**config.mk**
```make
export PLATFORM = sky130hd
export DESIGN_NAME = debounce_pulse
export DESIGN_NICKNAME = d
export VERILOG_FILES = /design/src/rtl/debounce_pulse.sv
export SDC_FILE = /design/constraint.sdc
export NUM_CORES = 1
export LEC_CHECK = 0
export CORE_AREA = 2 2 39 41
export CTS_CLUSTER_SIZE = 8
export DETAILED_ROUTE_END_ITERATION = 8
export DIE_AREA = 0 0 41 43
export DONT_BUFFER_PORTS = 1
export PLACE_DENSITY = 0.46
export SLEW_MARGIN = 10
export SYNTH_ARGS = -nofsm -noshare
export SYNTH_HDL_FRONTEND = slang
export SYNTH_SLANG_ARGS = --single-unit
```
**constraint.sdc**
```tcl
create_clock -name clock -period 1.3 [get_ports clock]
set_input_delay 0.195 -clock clock [delete_from_list [all_inputs] [get_ports clock]]
set_output_delay 0.195 -clock clock [all_outputs]
set_load 0.01 [all_outputs]
```
**src/rtl/debounce_pulse.sv**
```systemverilog
// Push-button conditioner: synchronises a raw input, debounces it, and
// produces a registered level plus one-cycle rise/fall pulses.
module debounce_pulse #(
  parameter int SYNC_STAGES   = 2,
  parameter int STABLE_CYCLES = 4
) (
  input  logic clock,
  input  logic reset,
  input  logic btn_in,
  output logic level,
  output logic pulse_rise,
  output logic pulse_fall,
  output logic busy
);

  localparam int CNT_W = (STABLE_CYCLES > 1) ? $clog2(STABLE_CYCLES) : 1;
  localparam logic [CNT_W-1:0] CNT_ZERO = {CNT_W{1'b0}};
  localparam logic [CNT_W-1:0] CNT_ONE  = CNT_W'(1);
  localparam logic [CNT_W-1:0] CNT_LAST = CNT_W'(STABLE_CYCLES - 1);

  typedef enum logic [1:0] {
    IDLE_LOW  = 2'd0,
    DEB_HIGH  = 2'd1,
    IDLE_HIGH = 2'd2,
    DEB_LOW   = 2'd3
  } state_t;

  logic [SYNC_STAGES-1:0] sync_chain;
  logic                   sync;
  state_t                 state;
  state_t                 state_next;
  logic [CNT_W-1:0]       cnt;
  logic [CNT_W-1:0]       cnt_next;
  logic                   level_next;
  logic                   rise_next;
  logic                   fall_next;
  logic                   busy_next;

  assign sync = sync_chain[SYNC_STAGES-1];

  // Plain flop chain bringing the asynchronous button into the clock domain.
  always_ff @(posedge clock) begin
    if (reset) begin
      sync_chain <= {SYNC_STAGES{1'b0}};
    end else begin
      sync_chain <= {sync_chain[SYNC_STAGES-2:0], btn_in};
    end
  end

  // Next-state logic: a candidate level must hold for STABLE_CYCLES samples;
  // any sample agreeing with the current level abandons the candidate.
  always_comb begin
    state_next = state;
    cnt_next   = cnt;
    level_next = level;
    rise_next  = 1'b0;
    fall_next  = 1'b0;
    case (state)
      IDLE_LOW: begin
        if (sync) begin
          if (STABLE_CYCLES == 1) begin
            state_next = IDLE_HIGH;
            level_next = 1'b1;
            rise_next  = 1'b1;
            cnt_next   = CNT_ZERO;
          end else begin
            state_next = DEB_HIGH;
            cnt_next   = CNT_ONE;
          end
        end else begin
          cnt_next = CNT_ZERO;
        end
      end
      DEB_HIGH: begin
        if (!sync) begin
          state_next = IDLE_LOW;
          cnt_next   = CNT_ZERO;
        end else if (cnt == CNT_LAST) begin
          state_next = IDLE_HIGH;
          level_next = 1'b1;
          rise_next  = 1'b1;
          cnt_next   = CNT_ZERO;
        end else begin
          cnt_next = cnt + CNT_ONE;
        end
      end
      IDLE_HIGH: begin
        if (!sync) begin
          if (STABLE_CYCLES == 1) begin
            state_next = IDLE_LOW;
            level_next = 1'b0;
            fall_next  = 1'b1;
            cnt_next   = CNT_ZERO;
          end else begin
            state_next = DEB_LOW;
            cnt_next   = CNT_ONE;
          end
        end else begin
          cnt_next = CNT_ZERO;
        end
      end
      DEB_LOW: begin
        if (sync) begin
          state_next = IDLE_HIGH;
          cnt_next   = CNT_ZERO;
        end else if (cnt == CNT_LAST) begin
          state_next = IDLE_LOW;
          level_next = 1'b0;
          fall_next  = 1'b1;
          cnt_next   = CNT_ZERO;
        end else begin
          cnt_next = cnt + CNT_ONE;
        end
      end
      default: begin
        state_next = IDLE_LOW;
        cnt_next   = CNT_ZERO;
        level_next = 1'b0;
      end
    endcase
    busy_next = (state_next == DEB_HIGH) || (state_next == DEB_LOW);
  end

  // State and fully registered outputs; pulses self-clear every edge.
  always_ff @(posedge clock) begin
    if (reset) begin
      state      <= IDLE_LOW;
      cnt        <= CNT_ZERO;
      level      <= 1'b0;
      pulse_rise <= 1'b0;
      pulse_fall <= 1'b0;
      busy       <= 1'b0;
    end else begin
      state      <= state_next;
      cnt        <= cnt_next;
      level      <= level_next;
      pulse_rise <= rise_next;
      pulse_fall <= fall_next;
      busy       <= busy_next;
    end
  end

endmodule

```
==> key figures <==
STA
  • Final setup fails: 0
  • Worst-margin pin slew: 0.2889 ns
  • Final number of hold-violating endpoints: 0
  • Slew Viols, Final: 0
  • Fin crit period: around 1.1 ns
  • Worst hold slack: ~0.076 ns
  • Worst setup margin: ~0.23 ns
  • RSZ-0062 raised after global routing: no
  • Normalized max-slew margin: 0.8071
  • Crit share post-route: 0.8193
  • Worst Skew: about 0.0031 ns
  • Fmax: between 900 and 1000 MHz
  • Setup TNS: 0 ns

Synthesis
  • Synth top area cells: dfxtp_1, ha_1, a21oi_1
  • Post-synth EDFFs: 0
  • Cell taking the most area after synthesis: dfxtp_1
  • Async SR Flop Fraction: 0
  • Share of the synthesized area in the top cell type: 0.5647
  • Gate Count Post-Synth: 30
  • Ys Warns: 0
  • Post-Synthesis Cell Area: approximately 320 sq um
  • Synth Register Bits: 9
  • Syn_area_per_cell: approximately 11 sq um
  • Main flop type after synthesis: dfxtp_1
  • Mapped Nets: 35
  • Sequential share of the synthesized area: 0.5647
  • Yosys cell types: 17

Drt
  • Met1 wire length: between 200 and 250 um
  • # DRC: 0
  • Met3 Routed Length: 46 um
  • DR WL met2: between 200 and 250 um
  • Via density: 4.529
  • Antenna-violating nets left: 0
  • Via count: between 200 and 250
  • Max Used Layer: met3
  • First-pass DRT Iterations: 1
  • DRT iter0 DRCs: 0
  • DR WL/cell: about 10 um
  • WL final: just over 500 um

Power
  • P_leak: about 0.16 nW
  • Clock Power Share: 0.412
  • Sw Share: 0.1953
  • Sequential power share: 0.568
  • Power Density: about 1300 nW/um^2
  • Combinational share of power: 0.020
  • Int Pwr: around 400 uW
  • Max IR drop VDD: 0.4218 mV
  • Switching power: about 98 uW
  • Total power: 502.7 uW

Run
  • Max-cap violations: 0

Layout
  • Commonest non-fill, non-tap cell in the layout: dfxtp_1
  • # diodes: 0
  • Area grow syn2layout: 17.65%
  • Nets: 41
  • Most frequent cells in the layout: dfxtp_1, a21oi_1, clkbuf_4
  • Ratio of cells with drive above 1 in the final layout: 0.1143

Placed design
  • Post-Place Worst Slack: 0.2295 ns
  • Port Buffers: 0
  • Post-DP HPWL: 405.9 um
  • GPL Wtd Cong: 0.6218

CTS
  • Clk_lat worst skew: roughly 0.25 ns
  • Clock Path Buffers: 2
  • H-tree Lvls: 1
  • CTS root buffer: clkbuf_4
  • Post-CTS Resized: 0
  • Num CTS Buffers: 3
  • Worst-path clk slew: ~0.06 ns
  • Sink Count: 9
  • Post-CTS Setup Bufs: 0
  • CTS tree: built

Die
  • Floorplan core area: ~1400 sq um
  • Chip width: slightly above 40 um
  • IO Count: 7
  • Initial core utilization: 0.2306
  • Die Y: between 40 and 50 um
  • Num rows: 14
  • Die area: around 1800 sq um

Global route
  • Initial antenna violation count: 0
  • Gr usage total: 0.08451
  • Vias in the first global route: roughly 240
  • First-pass GRT wire length: approximately 950 um
  • Grt total ovfl: 0
  • Largest net degree at the start of global routing: 8

Critical path
  • Critical path, cell by cell: ha_1, nand2_1, o31ai_1, a21oi_1
  • CP max-delay cell: dfxtp_1
  • CP max FO: 3
  • Setup Crit Path Kind: flop to flop
  • CP required: ~1.4 ns
  • Largest stage delay, worst path: approximately 0.36 ns
  • Worst setup SP type: flop
  • CP arrival: between 1 and 1.5 ns
  • Crit. End Element: flop

Hold path
  • Path type of the worst min-delay path: input pin to flop

Status
  • Status: complete, no violations
[cell type report]
type                    count  area [sq um]
repair buffers              1         10.01
flip-flops and latches      9         180.2
clock buffers               4         26.28
inverters                   1         3.754
well taps                  16         20.02
multi-input cells          20         135.1
fillers                   158          1008
[cells in the mapped netlist, drive strengths merged, types with 2 or more instances]
library cell and n:
nor2b 2, dfxtp 9, nand2 2, ha 2, a21oi 3
[per-layer routing]
metal,vias up,global-route usage
li1,115,-
met1,108,0.08091
met2,8,0.1188
met5,-,0
met3,0,0.06283
met4,0,0.06000
[power by group through the flow]
stage / logic [mW] / registers [mW] / clock network (mW)
3_3_place_gp: 0.00631 / 0.291 / 0
5_1_grt: 0.0118 / 0.286 / 0.236
3_5_place_dp: 0.00659 / 0.292 / 0
6_report: 0.0101 / 0.285 / 0.207
2_1_floorplan: 0.00569 / 0.290 / 0
4_1_cts: 0.0105 / 0.285 / 0.221
[logic make-up (layout without fill, tap and decap cells)]
group                      Yosys count  in the layout  share of synthesized area
and+or+nand+nor                     11             11                     0.2000
DFF                                  9              9                     0.5647
AOI/OAI and AO/OA                    6              6                     0.1177
adders and majority gates            2              2                    0.07842
xor gates and xnor gates             1              1                    0.02746
buffers and inverters                1              6                    0.01175
[path summary, 6_finish.rpt]
path	from	end	slack (ns)	depth (start not counted)
worst max-delay path	cnt[0]	level	0.23	4
worst min-delay path	btn_in	sync_chain[0]	0.08	1
worst min register to register	sync_chain[0]	sync_chain[1]	0.45	1
worst max register to register	cnt[0]	level	0.23	4
[sequential cells by signal, indices dropped and copies added (netlist names)]
signal	cells
cnt	2
pulse_rise	1
sync_chain	2
state	2
pulse_fall	1
level	1
[repair_timing]
| action | in CTS | in global routing |
|---|---|---|
| endpoints found under the hold margin | 4 | 0 |
| setup endpoints to repair | 0 | 0 |
| hold buffers | 1 | 0 |
[through the flow]
| step | std cells | cell area [sq um] | utilization |
|---|---|---|---|
| after floorplan | 30 | 319.1 | - |
| after global placement | 46 | 339.1 | 0.2450 |
| after detailed placement | 46 | 339.1 | 0.2450 |
| after CTS | 51 | 375.4 | 0.2712 |
| after global routing | 51 | 375.4 | 0.2712 |
| final | 51 | 375.4 | 0.2712 |
[critical path, delay by kind of cell (launching register included)]
kind	cells	cell delay (ns)
AOI/OAI and AO/OA	2	0.30
adders and majority gates	1	0.20
DFF	1	0.36
and+or+nand+nor	1	0.08
(Power assumes the default switching activity.)
